**config.mk**
```make
export PLATFORM = sky130hd
export DESIGN_NAME = apb4_slave_regbank
export DESIGN_NICKNAME = d
export VERILOG_FILES = /design/src/rtl/apb4_pkg.sv /design/src/rtl/apb4_regfile.sv /design/src/rtl/apb4_slave_regbank.sv
export SDC_FILE = /design/constraint.sdc
export NUM_CORES = 1
export LEC_CHECK = 0
export BUFFER_PORTS_ARGS = -buffer_cell sky130_fd_sc_hd__clkbuf_2
export CORE_MARGIN = 2
export CORE_UTILIZATION = 33
export DETAILED_ROUTE_END_ITERATION = 8
export PLACE_DENSITY_LB_ADDON = 0.1
export SETUP_SLACK_MARGIN = 0.05
export SYNTH_ARGS = -nofsm -noshare
export SYNTH_HDL_FRONTEND = slang
export SYNTH_SLANG_ARGS = --single-unit
```
**constraint.sdc**
```tcl
create_clock -name PCLK -period 4.06 [get_ports PCLK]
set_input_delay 0.812 -clock PCLK [delete_from_list [all_inputs] [get_ports PCLK]]
set_output_delay 0.812 -clock PCLK [all_outputs]
set_load 0.005 [all_outputs]
```
**src/rtl/apb4_pkg.sv**
```systemverilog
// Shared types and helpers for the APB4 completer register bank.
`ifndef APB4_ADDR_W
`define APB4_ADDR_W 32
`endif
`ifndef APB4_DATA_W
`define APB4_DATA_W 32
`endif

package apb4_pkg;

  localparam int unsigned APB_ADDR_W = `APB4_ADDR_W;
  localparam int unsigned APB_DATA_W = `APB4_DATA_W;
  localparam int unsigned APB_STRB_W = APB_DATA_W / 8;
  localparam int unsigned APB_PROT_W = 3;
  localparam int unsigned APB_CNT_W  = 4;

  typedef enum logic {
    IDLE   = 1'b0,
    ACCESS = 1'b1
  } apb_state_e;

  // Request captured in the setup phase and held for the whole access phase.
  typedef struct packed {
    logic [APB_ADDR_W-1:0] addr;
    logic                  write;
    logic [APB_DATA_W-1:0] wdata;
    logic [APB_STRB_W-1:0] strb;
    logic [APB_PROT_W-1:0] prot;
  } apb_req_t;

  // Number of byte-offset address bits for a given data width.
  function automatic int unsigned clog2_bytes(input int unsigned dw);
    return $clog2(dw / 8);
  endfunction

endpackage

```
**src/rtl/apb4_regfile.sv**
```systemverilog
// DEPTH x DATA_WIDTH register storage: synchronous reset, byte-strobed write,
// asynchronous read.
module apb4_regfile #(
  parameter int unsigned DEPTH      = 16,
  parameter int unsigned DATA_WIDTH = 32,
  parameter int unsigned IDX_W      = 4
) (
  input  logic                    clk_i,
  input  logic                    rst_i,
  input  logic                    we_i,
  input  logic [IDX_W-1:0]        addr_i,
  input  logic [DATA_WIDTH-1:0]   wdata_i,
  input  logic [DATA_WIDTH/8-1:0] wstrb_i,
  output logic [DATA_WIDTH-1:0]   rdata_o
);

  localparam int unsigned STRB_W = DATA_WIDTH / 8;

  logic [DATA_WIDTH-1:0] mem_q [DEPTH];

  // Clear on reset; otherwise update only the strobed byte lanes.
  always_ff @(posedge clk_i) begin
    if (rst_i) begin
      for (int i = 0; i < int'(DEPTH); i++) begin
        mem_q[i] <= '0;
      end
    end else if (we_i) begin
      for (int b = 0; b < int'(STRB_W); b++) begin
        if (wstrb_i[b]) begin
          mem_q[addr_i][b*8 +: 8] <= wdata_i[b*8 +: 8];
        end
      end
    end
  end

  // Out-of-range indices (non power-of-two depth) read as zero.
  assign rdata_o = (32'(addr_i) < DEPTH) ? mem_q[addr_i] : '0;

endmodule

```
**src/rtl/apb4_slave_regbank.sv**
```systemverilog
// APB4 completer: register bank with byte strobes, programmable wait states,
// privileged region and PSLVERR. Bus widths must match the apb4_pkg widths.
module apb4_slave_regbank
  import apb4_pkg::*;
#(
  parameter int unsigned ADDR_WIDTH  = APB_ADDR_W,
  parameter int unsigned DATA_WIDTH  = APB_DATA_W,
  parameter int unsigned DEPTH       = 16,
  parameter int unsigned WAIT_STATES = 0,
  parameter int unsigned PRIV_BASE   = 8
) (
  input  logic                    PCLK,
  input  logic                    PRESET,
  input  logic                    PSEL,
  input  logic                    PENABLE,
  input  logic                    PWRITE,
  input  logic [ADDR_WIDTH-1:0]   PADDR,
  input  logic [DATA_WIDTH-1:0]   PWDATA,
  input  logic [DATA_WIDTH/8-1:0] PSTRB,
  input  logic [2:0]              PPROT,
  output logic [DATA_WIDTH-1:0]   PRDATA,
  output logic                    PREADY,
  output logic                    PSLVERR
);

  localparam int unsigned STRB_W = DATA_WIDTH / 8;
  localparam int unsigned LSB    = clog2_bytes(DATA_WIDTH);
  localparam int unsigned IDX_W  = (DEPTH > 1) ? $clog2(DEPTH) : 1;
  localparam logic [ADDR_WIDTH-1:0] ALIGN_MASK = ADDR_WIDTH'((64'd1 << LSB) - 64'd1);

  apb_state_e            state_q;
  logic [APB_CNT_W-1:0]  cnt_q;
  apb_req_t              req_q;
  apb_req_t              req_d;

  logic [ADDR_WIDTH-1:0] addr_c;
  logic [ADDR_WIDTH-1:0] idx_full_c;
  logic                  err_c;
  logic                  ready_c;
  logic                  we_c;
  logic [DATA_WIDTH-1:0] rdata_c;
  logic                  unused_prot_c;

  // Pack the setup-phase bus signals into a request.
  always_comb begin
    req_d       = '0;
    req_d.addr  = APB_ADDR_W'(PADDR);
    req_d.write = PWRITE;
    req_d.wdata = APB_DATA_W'(PWDATA);
    req_d.strb  = APB_STRB_W'(PSTRB);
    req_d.prot  = PPROT;
  end

  // Transfer FSM with wait-state counter and request capture.
  always_ff @(posedge PCLK) begin
    if (PRESET) begin
      state_q <= IDLE;
      cnt_q   <= '0;
      req_q   <= '0;
    end else begin
      case (state_q)
        IDLE: begin
          if (PSEL && !PENABLE) begin
            req_q   <= req_d;
            cnt_q   <= APB_CNT_W'(WAIT_STATES);
            state_q <= ACCESS;
          end
        end
        ACCESS: begin
          if (!PSEL) begin
            state_q <= IDLE;
          end else if (cnt_q != '0) begin
            cnt_q <= cnt_q - APB_CNT_W'(1);
          end else begin
            state_q <= IDLE;
          end
        end
        default: state_q <= IDLE;
      endcase
    end
  end

  // Error decode on the captured request: misaligned, out of range, unprivileged.
  always_comb begin
    addr_c     = ADDR_WIDTH'(req_q.addr);
    idx_full_c = addr_c >> LSB;
    err_c      = ((addr_c & ALIGN_MASK) != '0)
              || (64'(idx_full_c) >= 64'(DEPTH))
              || ((64'(idx_full_c) >= 64'(PRIV_BASE)) && !req_q.prot[0]);
  end

  assign unused_prot_c = ^req_q.prot[2:1];

  assign ready_c = (state_q == ACCESS) && (cnt_q == '0);
  assign we_c    = ready_c && PSEL && req_q.write && !err_c;

  apb4_regfile #(
    .DEPTH      (DEPTH),
    .DATA_WIDTH (DATA_WIDTH),
    .IDX_W      (IDX_W)
  ) u_regfile (
    .clk_i   (PCLK),
    .rst_i   (PRESET),
    .we_i    (we_c),
    .addr_i  (idx_full_c[IDX_W-1:0]),
    .wdata_i (DATA_WIDTH'(req_q.wdata)),
    .wstrb_i (STRB_W'(req_q.strb)),
    .rdata_o (rdata_c)
  );

  assign PREADY  = ready_c;
  assign PSLVERR = ready_c && err_c;
  assign PRDATA  = (ready_c && !req_q.write && !err_c) ? rdata_c : '0;

endmodule

```
### After elaboration in Yosys (flattened, before gate mapping)

Memory sizes are Yosys's and may differ from the RTL's. A register that Yosys moved wholly into a read port is not among the register bits.
Cells that the tools add are included.

* $add $sub $neg: 1
* magnitude comparators: 2
* equal/unequal tests: 3
* muxes and demuxes: 32
* bitwise gates (word level): 1
* reduce and logical (&&, ||, !) cells: 21

Operator list (count)
* $mux W32: 2
* $reduce_bool A32 Y1: 1
* $reduce_or A32 Y1: 1
* $ge A30 B4 Y1 const B: 1
* $ge A30 B5 Y1 const B: 1
* $mux W4: 7
* $mux W1: 21
* $logic_and A1 B1 Y1: 9
* $pmux W4 S2: 1
* $logic_not A1 Y1: 4
* $logic_not A4 Y1: 1
* $ne A2 B2 Y1 const B: 2
* $reduce_bool A4 Y1: 1
* $sub A4 B1 Y4 const B: 1
* $reduce_and A3 Y1: 1
* $logic_or A1 B1 Y1: 2
* $ne A2 B1 Y1 const B: 1
* $pmux W1 S2: 1
* $reduce_and A2 Y1: 1
* $not A1 Y1: 1

* flip-flop bits (word level): 75
* RAM bits: 512
* input port bits: 76
* word-level logic and storage cells: 68
* memories: 1

Memory list
* u_regfile.mem_q: words 16, bits a word 32, read ports 1, clocked after memory_dff 1, write ports 16, line apb4_regfile.sv:19 `logic [DATA_WIDTH-1:0] mem_q [DEPTH];`

### Logic depth before layout (Yosys ltp)

* depth in word-level cells: 10
* gate-level depth with buffers: 9
* depth with buffers taken out: 6

### Cells and area by module

A second synthesis with hierarchy kept.

* cell total of the unflattened synthesis: 1946
* area total of the unflattened synthesis: 25502.0 um2

By module, submodules not included
* apb4_regfile: times used 1, cells each 1520, area each 22316.4 um2
* apb4_slave_regbank: times used 1, cells each 426, area each 3185.6 um2

### Least setup slack after synthesis

Ideal clock, no wire load.

* path kind: register to output
* start point: register req_q, in the netlist addr_c[27]
* end point: output port PRDATA[10]
* data arrival time: 1722 ps
* required time: 3248 ps
* setup slack: 1526 ps
* stages on the path, launching flop included: 6
* cell sequence: dfxtp_1 -> or4_4 -> nor4_2 -> nand3_1 -> buf_2 -> a21oi_1

* word-level cells in the longest chain between the ends: 6
* elaborated cells on any way between the ends: 8

RTL lines
* from (decl): line apb4_slave_regbank.sv:33 `apb_req_t req_q;`
* from (signal assigned): line apb4_slave_regbank.sv:64 `req_q <= req_d;`
* $ge A30 B5 Y1 or $ge A30 B4 Y1 (tied branches): line apb4_slave_regbank.sv:88, apb4_slave_regbank.sv:89
* $logic_or A1 B1 Y1 or $logic_and A1 B1 Y1 (tied branches): line apb4_slave_regbank.sv:88, apb4_slave_regbank.sv:89
* $logic_or A1 B1 Y1 (*): line apb4_slave_regbank.sv:89 `|| ((64'(idx_full_c) >= 64'(PRIV_BASE)) && !req_q.prot[0]);`
* $logic_not A1 Y1 (*): line apb4_slave_regbank.sv:113 `assign PRDATA = (ready_c && !req_q.write && !err_c) ? rdata_c : '0;`
* $logic_and A1 B1 Y1 (*): line apb4_slave_regbank.sv:113
* $mux W32 (*): line apb4_slave_regbank.sv:113
* to (decl): line apb4_slave_regbank.sv:21 `output logic [DATA_WIDTH-1:0] PRDATA,`

Every way passes the cells marked *; elsewhere a longest branch is shown, timed or not.

### Worst setup path in the final report

* start point: register req_q, in the netlist addr_c[27]
* end point: output port PRDATA[27]

The elaborated chain is that of the path after synthesis.

==> flow_metrics.env <==
export IMPL_status="completed"
export IMPL_critical_path_top_delay_family="simple AND/OR/NAND/NOR gates"
export IMPL_critPathArrivalTime_ps=3000
export IMPL_worstRegToRegCells=7
export IMPL_syn_avg_cell_area_sq_um=13.46
export IMPL_finalCriticalPeriod_ps=3815
export IMPL_synth_main_ff_cell="edfxtp_1"
export IMPL_finalNetCount=2068
export IMPL_rsz0062_at_grt="false"
export IMPL_syn2layout_area_growth_pct=15.34
export IMPL_setup_viol=0
export IMPL_drtPass1Iterations=5
export IMPL_async_flop_share_pct=0
export IMPL_postCtsSetupBuffers=0
export IMPL_crit_cells=6
export IMPL_synthDominantCellAreaShare_pct=58.64
export IMPL_path_cells="or4_4, nor4_4, nand3_2, buf_4, a21oi_1, clkbuf_2"
export IMPL_core_sq_um=78870
export IMPL_drtIter0Drc=1379
export IMPL_cp_end_kind="primary output"
export IMPL_synth_area_sq_um=26220
export IMPL_slew_headroom_pct=30.97
export IMPL_static_leakage_power_nw=9.363
export IMPL_synth_fp_nets=2025
export IMPL_chipHeight_um=285.9
export IMPL_io_pins=110
export IMPL_clk_pin_slew_ps=60
export IMPL_synthCells=1948
export IMPL_finalSetupTns_ps=0
export IMPL_cts_sinks=591
export IMPL_grt_pass1_wl_um=115100
export IMPL_ys_ff_latch=591
export IMPL_antenna_left=0
export IMPL_critPathKind="flip-flop to primary output"
export IMPL_slowest_delay_ps=590
export IMPL_htree_levels=3
export IMPL_cpMaxStageDelayCell="or4_4"
export IMPL_fin_worst_skew_ps=15.68
export IMPL_viasPerCell=5.418
export IMPL_num_rows=103
export IMPL_irDropWorstVdd_mv=0.2447
export IMPL_fmax_ghz=0.2621
export IMPL_ys_types=41
export IMPL_hold_depth=3
export IMPL_layout_drive_gt1_share_pct=23.77
export IMPL_post_synth_top_count_cell="edfxtp_1"
export IMPL_place_hpwl_um=46170
export IMPL_synth_edf_count=512
export IMPL_multi_input_area_sq_um=8401
export IMPL_synth_warning_count=0
export IMPL_cts_max_path_buffers=3
export IMPL_worstSkewPairLatency_ps=600
export IMPL_nFillCells=7612
export IMPL_worst_slack_ps=245.4
export IMPL_wl_per_cell_um=24.87
export IMPL_worst_slew_pin_slew_ps=1035
export IMPL_wl_um=76860
export IMPL_cts_made_buffers=69
export IMPL_drc=0
export IMPL_via_count=16740
export IMPL_yosysSeqAreaShare_pct=64.67
export IMPL_cp_max_fo=32
export IMPL_synth_common_cells="edfxtp_1, nor3_1, nand2_1"
export IMPL_fin_crit_sh_pct=93.96
export IMPL_port_buffer_count=107
export IMPL_cts_tree="built"
export IMPL_grt_antenna_before_repair=0
export IMPL_gp_congestion=0.7240
export IMPL_grt_pass1_vias=17300
export IMPL_synth_area_leaders="edfxtp_1, mux4_2, nor3_1, dfxtp_1, nand2_1"
export IMPL_totalPowerFinal_mw=13.58
export IMPL_fin_util_pct=38.34
export IMPL_required_ps=3250
export IMPL_start_util_pct=33.24
export IMPL_n_antenna_cell=0
export IMPL_cp_start_kind="flip-flop"
export IMPL_cts_root_buf="clkbuf_16"
export IMPL_final_hold_violation_count=0
export IMPL_dp_slack_ps=699.4
export IMPL_drv_slew=0
export IMPL_grt_max_degree=129
export IMPL_dieWidth_um=285.9
export IMPL_final_seq_area_sq_um=16960
export IMPL_holdWs_ps=427.9
export IMPL_power_density_nw_per_um2=449.1
export IMPL_crit_buf_inv=2
export IMPL_grt_ovfl_total=0
export IMPL_max_cap_viol_count=0
export IMPL_grt_use_total_pct=18.92
export IMPL_synth_top_area_cell="edfxtp_1"
export IMPL_die_area_sq_um=81720
export IMPL_worstHoldPathType="input pin to flip-flop"
==> worst register-to-register path, delay by kind of cell (launching register included) <==
kind	cells	cell delay (ps)
and+or+nand+nor	3	1370
DFF	1	310
adders and majority gates	1	170
buffers and inverters	3	950
==> cell type report <==
class,count,area share (%)
clock buffer,96,6.483
clock inverter,24,0.4965
inverter,3,0.03724
multi-input combinational,1122,27.78
sequential,591,56.09
tap,1050,4.344
timing repair buffer,204,4.766
==> power breakdown <==
| part | total, mW | switching (mW) | internal [mW] | leakage (nW) |
|---|---|---|---|---|
| clock | 5.89 | 2.46 | 3.43 | 1.04 |
| sequential | 6.89 | 0.0970 | 6.79 | 5.90 |
| combinational | 0.806 | 0.484 | 0.322 | 2.42 |
==> registers in the layout, summed over array words and instances (netlist names), named ones only <==
name and flops:
u_regfile.mem_q 512, cnt_q 4, state_q 1, addr_c 32
req_q 38
==> worst paths after layout <==
kind         startpoint                      to  slack, ps
min reg2reg   req_q[14]               req_q[14]        450
max          addr_c[27]              PRDATA[27]        250
min           PADDR[11]              addr_c[11]        430
max reg2reg    cnt_q[0]  u_regfile.mem_q[9][15]       1070
==> cells in the final DEF (no fill, tap or decap), drive strengths merged <==
cell      Yosys  routed
xnor2         1       1
nand3b        1       1
a21oi       104     104
xor2          2       2
and4          2       2
nand2       173     173
nand4         2       2
nor2b         7       7
bufinv        0       1
o21bai       56      56
clkinvlp      0       1
and4b         1       1
nand2b        1       1
nand3        28      28
dfxtp        79      79
nand4b        1       1
inv           3       6
nor3b         1       1
mux4        128     128
clkbuf      146     202
edfxtp      512     512
or4           3       3
nand4bb       1       1
nor4          6       6
or3b          1       1
ha            1       1
and3b         1       1
a22oi        64      64
nor2          7       7
a21o          8       8
and2          3       3
nor3        517     517
buf          86      98
clkinv        0      19
and3          2       2
==> cell families after synthesis <==
logic type	Yosys count	share of synthesized area, %
muxes	128	10.99
AOI/OAI and AO/OA	232	5.650
buffers and inverters	235	3.846
adders and majority gates	1	0.04771
and+or+nand+nor	758	14.69
xor gates and xnor gates	3	0.1002
DFF	591	64.67
==> per-stage QoR <==
step                instance area [sq um]  instances
finish                              30240       3090
global route                        30240       3090
CTS                                 30230       3090
floorplan                           26220       1948
detailed placement                  28120       2970
global placement                    28120       2970
==> repair_timing <==
action                     4_1_cts  5_1_grt
hold endpoints to repair         0        0
hold buffers                     0        0
resized for setup                1        1
setup endpoints to repair        1        3
==> layer usage <==
metal  vias up  part of all wire, %  GRT usage (%)
li1       7610                    -              -
met3        94                  5.5          3.030
met4         0                  2.1          5.458
met1      8552                   46          26.77
met5         -                    0              0
met2       486                   47          30.12
No activity file was read; power rests on OpenSTA's default activity.
